### config.mk
export PLATFORM = sky130hd
export DESIGN_NAME = i2c_target
export DESIGN_NICKNAME = d
export VERILOG_FILES = /design/src/rtl/i2c_pkg.sv /design/src/rtl/i2c_sync_filter.sv /design/src/rtl/i2c_target.sv
export SDC_FILE = /design/constraint.sdc
export NUM_CORES = 1
export LEC_CHECK = 0
export CAP_MARGIN = 10
export CORE_UTILIZATION = 41
export DETAILED_ROUTE_END_ITERATION = 12
export DONT_BUFFER_PORTS = 1
export HOLD_SLACK_MARGIN = 0.02
export PLACE_DENSITY_LB_ADDON = 0.25
export SLEW_MARGIN = 10
export SYNTH_ARGS = -nofsm -noshare
export SYNTH_HDL_FRONTEND = slang
export SYNTH_SLANG_ARGS = --single-unit
### constraint.sdc
create_clock -name clk -period 2.4 [get_ports clk]
set_input_delay 0.72 -clock clk [delete_from_list [all_inputs] [get_ports clk]]
set_output_delay 0.72 -clock clk [all_outputs]
set_load 0.02 [all_outputs]
### src/rtl/i2c_pkg.sv
// Shared I2C definitions: FSM state encoding, ACK/NACK levels and the R/W bit position.
package i2c_pkg;

  typedef enum logic [3:0] {
    ST_IDLE,
    ST_ADDR,
    ST_ADDR_ACK,
    ST_PTR,
    ST_PTR_ACK,
    ST_WR,
    ST_WR_ACK,
    ST_RD,
    ST_RD_ACK,
    ST_IGNORE
  } i2c_state_e;

  localparam logic        I2C_ACK  = 1'b0;
  localparam logic        I2C_NACK = 1'b1;
  localparam int unsigned RW_BIT   = 0;

endpackage

### src/rtl/i2c_sync_filter.sv
// Two-flop synchronizer followed by a FILTER_LEN-sample glitch filter.
// A new level is accepted only after FILTER_LEN consecutive agreeing samples; rise/fall pulse with it.
module i2c_sync_filter #(
  parameter int unsigned FILTER_LEN = 3
) (
  input  logic clk_i,
  input  logic reset_i,
  input  logic line_i,
  output logic level_o,
  output logic rise_o,
  output logic fall_o
);

  localparam int unsigned CW = $clog2(FILTER_LEN + 1);

  logic          sync1_q, sync2_q;
  logic          level_q, rise_q, fall_q;
  logic [CW-1:0] cnt_q;
  logic          accept;

  // cnt_q counts samples already seen disagreeing; the current one makes FILTER_LEN
  assign accept = (sync2_q != level_q) && (cnt_q == CW'(FILTER_LEN - 1));

  always_ff @(posedge clk_i) begin
    if (reset_i) begin
      sync1_q <= 1'b1;
      sync2_q <= 1'b1;
      level_q <= 1'b1;
      rise_q  <= 1'b0;
      fall_q  <= 1'b0;
      cnt_q   <= '0;
    end else begin
      sync1_q <= line_i;
      sync2_q <= sync1_q;
      rise_q  <= accept && sync2_q;
      fall_q  <= accept && !sync2_q;
      if (accept) begin
        level_q <= sync2_q;
        cnt_q   <= '0;
      end else if (sync2_q != level_q) begin
        cnt_q <= cnt_q + CW'(1);
      end else begin
        cnt_q <= '0;
      end
    end
  end

  assign level_o = level_q;
  assign rise_o  = rise_q;
  assign fall_o  = fall_q;

endmodule

### src/rtl/i2c_target.sv
// I2C target engine: decodes START/STOP and its 7-bit address, then bridges bytes onto
// a synchronous register port with an auto-incrementing 8-bit pointer.
module i2c_target
  import i2c_pkg::*;
#(
  parameter logic [6:0]  SLAVE_ADDR = 7'h50,
  parameter int unsigned FILTER_LEN = 3
) (
  input  logic       clk,
  input  logic       reset,
  input  logic       scl_i,
  output logic       scl_o,
  input  logic       sda_i,
  output logic       sda_o,
  output logic [7:0] reg_addr,
  output logic [7:0] reg_wdata,
  output logic       reg_we,
  output logic       reg_re,
  input  logic [7:0] reg_rdata,
  output logic       busy
);

  i2c_state_e state_q, state_d;
  logic [3:0] bit_cnt_q, bit_cnt_d;
  logic [7:0] shift_q, shift_d;
  logic [7:0] addr_q, addr_d;
  logic [7:0] wdata_q, wdata_d;
  logic       sda_q, sda_d;
  logic       we_q, we_d;
  logic       re_q, re_d;
  logic       cap_q;
  logic       busy_q, busy_d;
  logic       mack_q, mack_d;

  logic       scl_lvl, scl_rise, scl_fall;
  logic       sda_lvl, sda_rise, sda_fall;
  logic       start_det, stop_det;
  logic [7:0] rx_byte;

  i2c_sync_filter #(.FILTER_LEN(FILTER_LEN)) u_scl_filt (
    .clk_i  (clk),
    .reset_i(reset),
    .line_i (scl_i),
    .level_o(scl_lvl),
    .rise_o (scl_rise),
    .fall_o (scl_fall)
  );

  i2c_sync_filter #(.FILTER_LEN(FILTER_LEN)) u_sda_filt (
    .clk_i  (clk),
    .reset_i(reset),
    .line_i (sda_i),
    .level_o(sda_lvl),
    .rise_o (sda_rise),
    .fall_o (sda_fall)
  );

  assign start_det = sda_fall && scl_lvl;
  assign stop_det  = sda_rise && scl_lvl;
  assign rx_byte   = {shift_q[6:0], sda_lvl};

  always_comb begin
    state_d   = state_q;
    bit_cnt_d = bit_cnt_q;
    shift_d   = shift_q;
    addr_d    = addr_q;
    wdata_d   = wdata_q;
    sda_d     = sda_q;
    busy_d    = busy_q;
    mack_d    = mack_q;
    we_d      = 1'b0;
    re_d      = 1'b0;

    if (we_q) addr_d = addr_q + 8'd1;

    if (start_det) begin
      state_d   = ST_ADDR;
      bit_cnt_d = '0;
      sda_d     = I2C_NACK;
      busy_d    = 1'b1;
    end else if (stop_det) begin
      state_d   = ST_IDLE;
      bit_cnt_d = '0;
      sda_d     = I2C_NACK;
      busy_d    = 1'b0;
    end else begin
      // read data lands one cycle after reg_re; MSB goes out while SCL is still low
      if (cap_q) begin
        shift_d = reg_rdata;
        sda_d   = reg_rdata[7];
      end
      case (state_q)
        ST_ADDR, ST_PTR, ST_WR: begin
          if (scl_rise && bit_cnt_q < 4'd8) begin
            shift_d   = rx_byte;
            bit_cnt_d = bit_cnt_q + 4'd1;
            if (bit_cnt_q == 4'd7 && state_q == ST_PTR) addr_d = rx_byte;
            if (bit_cnt_q == 4'd7 && state_q == ST_WR) begin
              we_d    = 1'b1;
              wdata_d = rx_byte;
            end
          end else if (scl_fall && bit_cnt_q == 4'd8) begin
            sda_d = I2C_ACK;
            if (state_q == ST_PTR) begin
              state_d = ST_PTR_ACK;
            end else if (state_q == ST_WR) begin
              state_d = ST_WR_ACK;
            end else if (shift_q[7:1] == SLAVE_ADDR) begin
              state_d = ST_ADDR_ACK;
            end else begin
              state_d = ST_IGNORE;
              sda_d   = I2C_NACK;
            end
          end
        end
        ST_ADDR_ACK, ST_PTR_ACK, ST_WR_ACK: begin
          if (scl_fall) begin
            sda_d     = I2C_NACK;
            bit_cnt_d = '0;
            if (state_q == ST_ADDR_ACK && shift_q[RW_BIT]) begin
              state_d = ST_RD;
              re_d    = 1'b1;
            end else if (state_q == ST_ADDR_ACK) begin
              state_d = ST_PTR;
            end else begin
              state_d = ST_WR;
            end
          end
        end
        ST_RD: begin
          if (scl_rise && bit_cnt_q < 4'd8) begin
            bit_cnt_d = bit_cnt_q + 4'd1;
          end else if (scl_fall && bit_cnt_q == 4'd8) begin
            state_d = ST_RD_ACK;
            sda_d   = I2C_NACK;
          end else if (scl_fall && bit_cnt_q != 4'd0) begin
            shift_d = {shift_q[6:0], 1'b0};
            sda_d   = shift_q[6];
          end
        end
        ST_RD_ACK: begin
          if (scl_rise) begin
            mack_d = sda_lvl;
          end else if (scl_fall) begin
            bit_cnt_d = '0;
            if (mack_q == I2C_ACK) begin
              state_d = ST_RD;
              addr_d  = addr_q + 8'd1;
              re_d    = 1'b1;
            end else begin
              state_d = ST_IGNORE;
            end
          end
        end
        default: ;
      endcase
    end
  end

  always_ff @(posedge clk) begin
    if (reset) begin
      state_q   <= ST_IDLE;
      bit_cnt_q <= '0;
      shift_q   <= '0;
      addr_q    <= '0;
      wdata_q   <= '0;
      sda_q     <= 1'b1;
      we_q      <= 1'b0;
      re_q      <= 1'b0;
      cap_q     <= 1'b0;
      busy_q    <= 1'b0;
      mack_q    <= 1'b1;
    end else begin
      state_q   <= state_d;
      bit_cnt_q <= bit_cnt_d;
      shift_q   <= shift_d;
      addr_q    <= addr_d;
      wdata_q   <= wdata_d;
      sda_q     <= sda_d;
      we_q      <= we_d;
      re_q      <= re_d;
      cap_q     <= re_q;
      busy_q    <= busy_d;
      mack_q    <= mack_d;
    end
  end

  assign scl_o     = 1'b1;
  assign sda_o     = sda_q;
  assign reg_addr  = addr_q;
  assign reg_wdata = wdata_q;
  assign reg_we    = we_q;
  assign reg_re    = re_q;
  assign busy      = busy_q;

endmodule

==> results.py <==
metrics = {
    "outcome": {
        "outcome": "finished, violations left",
        "violations": "DRC",
    },
    "floorplan": {
        "die-width_um": 84.9,
        "floorplan.die_area_um2": 7210,
        "ios": 33,
        "cell_rows": 29,
        "die_h_um": 84.9,
        "fp.coreArea_um2": 6490,
        "floorplan.initialDensity": 0.434,
    },
    "clocking": {
        "tritoncts": "done",
        "buffer_depth_of_the_longest_clock_path": 2,
        "post_cts_resized": 0,
        "clk_latency_ps": 310,
        "cts_buffers": 5,
        "cts.sink_count": 52,
        "clock_tree.htree_level_count": 2,
        "cts_root_buf": "sky130_fd_sc_hd__clkbuf_8",
        "cts-hold-fix-buffers": 0,
        "cts_post_setup_buffers_inserted": 0,
        "worst_setup_hold_path_clk_slew_ps": 90,
    },
    "synth": {
        "postSynthCellCount": 317,
        "yosys_warnings": 0,
        "synth_nets": 334,
        "dominant_cell_type_by_area_after_synthesis": "sky130_fd_sc_hd__dfxtp_1",
        "syn_area_um2": 2820,
        "ys_dominant_reg_cell": "sky130_fd_sc_hd__dfxtp_1",
        "largest_cells_by_area_after_synthesis": "sky130_fd_sc_hd__dfxtp_1 (37%), sky130_fd_sc_hd__nor2_1 (5.1%), sky130_fd_sc_hd__mux2i_1 (4.6%)",
        "share_of_synthesized_area_occupied_by_flip_flops_and_latches": 0.369,
        "synth-seq-cells": 52,
        "synth-edff-count": 0,
        "syn_area_per_cell_um2": 8.90,
        "synth_common_cells": "sky130_fd_sc_hd__dfxtp_1 (52), sky130_fd_sc_hd__nor2_1 (38), sky130_fd_sc_hd__nand2_1 (29)",
        "post_synth_num_cell_types": 63,
        "synthMostInstantiatedCell": "sky130_fd_sc_hd__dfxtp_1",
        "asyncSetResetFlopFracSynth": 0,
        "synth_top_area_share": 0.369,
    },
    "timing": {
        "skew_ps": 8.04,
        "min_period_over_period": 0.872,
        "fmax_mhz": 478,
        "maxSlewHeadroom": 0.611,
        "setup_viol_count_final": 0,
        "worst_pin_slew_ps": 583,
        "min_period_ps": 2090,
        "finalMaxSlewViolations": 0,
        "timing.final.ws_setup_ps": 308,
        "rsz0062_at_grt": "false",
        "finalHoldViolations": 0,
        "final.setup.tns_ps": 0,
    },
    "grt": {
        "grt_usage": 0.182,
        "grt.overflow.total": 0,
        "grt_antenna_before_repair": 0,
        "grt_pass1_wl_mm": 10.4,
        "grt_start_max_net_pins": 44,
        "first_global_vias": 2041,
    },
    "worst_setup_path": {
        "end_kind": "flip-flop",
        "setup.worst_path.start": "state_q[2]",
        "worst_flop_to_flop_path_startpoint": "state_q[2]",
        "timing.reg2reg.setup_slack_ps": 310,
        "reg2reg_to": "shift_q[5]",
        "worst-endpoint-required_ps": 2620,
        "worstRegToRegCells": 5,
        "worst-path-max-fanout": 16,
        "critPathArrivalTime_ps": 2320,
        "cp-endpoint": "shift_q[5]",
        "critical_path_class": "reg2reg",
        "worst_setup_path_start_kind": "flip-flop",
    },
    "finish": {
        "synthToLayoutAreaGrowth_pct": 3.50,
        "post-route-util": 0.449,
        "final_design_area_no_fill_um2": 2920,
        "drive_above_1_share": 0.110,
        "final.fill_count": 640,
        "final_nets": 326,
        "num_antenna_cells": 0,
    },
    "power": {
        "p_per_area_nw_per_um2": 510,
        "sequentialPowerShare": 0.584,
        "power.switching_uw": 304,
        "vdd_drop_max_mv": 0.267,
        "power_report.internal_total_mw": 1.18,
        "p_sw_frac": 0.205,
        "leak_nw": 1.00,
        "clock_power_share": 0.403,
        "combinationalPowerShare": 0.013,
    },
    "routing": {
        "drt_iter0_markers": 252,
        "detail_route.wirelength_mm": 6.18,
        "detailroute.via_count": 2246,
        "remaining_drcs": 1,
        "detail_route.wl_per_cell_um": 16.0,
        "first_pass_detailed_route_iteration_total": 8,
        "post_drt_via_cell_ratio": 5.80,
        "detail-route-antenna-nets": 0,
    },
    "place": {
        "numPortBuffers": 0,
        "dpl_worst_slack_ps": 384,
        "dpl.hpwl_mm": 4.44,
        "gp_congestion": 0.896,
        "detailed_place.area_um2": 2810,
    },
    "job": {
        "cap_viol_max_count": 0,
    },
    "hold_path": {
        "worstHoldPathType": "reg2reg",
    },
}
## cell families after synthesis
family                   share of synthesized area
XOR/XNOR                                    0.0528
multiplexers                                0.0701
other                                      0.00133
flip-flops                                   0.369
buffers and inverters                       0.0679
AO/OA/AOI/OAI                                0.175
adder cells (fa/ha/maj)                     0.0222
AND/OR/NAND/NOR                              0.242
## cell type report
class | instances | area (um^2) | area share
Clock buffer | 5 | 68.8 | 0.0236
Clock inverter | 3 | 42.5 | 0.0146
Inverter | 14 | 52.6 | 0.0180
Multi-Input combinational cell | 232 | 1590 | 0.544
Sequential cell | 52 | 1040 | 0.357
Tap cell | 77 | 96.3 | 0.0330
Timing Repair Buffer | 4 | 30.0 | 0.0103
## power by group through the flow
stage	sequential (mW)	combinational (mW)	clock (mW)
5_1_grt	0.871	0.0218	0.659
2_1_floorplan	0.888	0.0260	0
3_5_place_dp	0.890	0.0190	0
3_3_place_gp	0.889	0.0187	0
4_1_cts	0.869	0.0190	0.620
6_report	0.869	0.0187	0.600
## registers in the layout, summed over array words and instances (netlist names), 2 cells and up
register / count
reg_addr: 8
reg_wdata: 8
shift_q: 8
bit_cnt_q: 4
state_q: 4
u_scl_filt.cnt_q: 2
u_sda_filt.cnt_q: 2
## worst min path at each step
stage,slack (ps),to,cells after the start,start
2_1_floorplan,390,u_scl_filt.sync2_q,1,u_scl_filt.sync1_q
3_3_place_gp,390,u_sda_filt.sync2_q,1,u_sda_filt.sync1_q
3_5_place_dp,400,u_sda_filt.sync2_q,1,u_sda_filt.sync1_q
4_1_cts,420,u_sda_filt.cnt_q[0],1,u_sda_filt.cnt_q[0]
5_1_grt,450,u_sda_filt.sync2_q,1,u_sda_filt.sync1_q
6_report,410,u_sda_filt.cnt_q[0],1,u_sda_filt.cnt_q[0]
## metrics by stage
stage / instances / power (mW) / hold slack (ps)
3_5_place_dp: 379 / 0.909 / 399
2_1_floorplan: 317 / 0.914 / 389
3_3_place_gp: 379 / 0.908 / 393
6_report: 387 / 1.49 / 413
5_1_grt: 387 / 1.55 / 452
4_1_cts: 387 / 1.51 / 419
## cell usage in the layout (no fill, tap or decap), types with 6 or more instances in the layout
cell and instances:
sky130_fd_sc_hd__a21oi_1 8, sky130_fd_sc_hd__dfxtp_1 52, sky130_fd_sc_hd__o32ai_1 6, sky130_fd_sc_hd__nand2b_1 6, sky130_fd_sc_hd__inv_1 14, sky130_fd_sc_hd__nand3_1 9
sky130_fd_sc_hd__o21ai_0 9, sky130_fd_sc_hd__a22oi_1 7, sky130_fd_sc_hd__nand4_1 7, sky130_fd_sc_hd__nand2_1 29, sky130_fd_sc_hd__nor2_1 38, sky130_fd_sc_hd__mux2_2 6
sky130_fd_sc_hd__mux2i_1 13, sky130_fd_sc_hd__xnor2_1 10, sky130_fd_sc_hd__xor2_1 7
## metal layers
layer | share of wire | up-vias | wire, um | GRT usage
li1 | - | 1121 | - | -
met4 | 0.011 | 0 | 68 | 0.0508
met1 | 0.49 | 1052 | 3020 | 0.258
met2 | 0.44 | 67 | 2720 | 0.281
met5 | 0 | - | 0 | 0
met3 | 0.059 | 6 | 367 | 0.0370
## critical path, stage by stage, from the launching register on
cell	delay, ps
sky130_fd_sc_hd__dfxtp_1	700
sky130_fd_sc_hd__nand2_1	270
sky130_fd_sc_hd__nand3_1	160
sky130_fd_sc_hd__a21o_1	330
sky130_fd_sc_hd__mux2_2	380
sky130_fd_sc_hd__o221ai_1	160
Power figures use the tool's default switching activity.
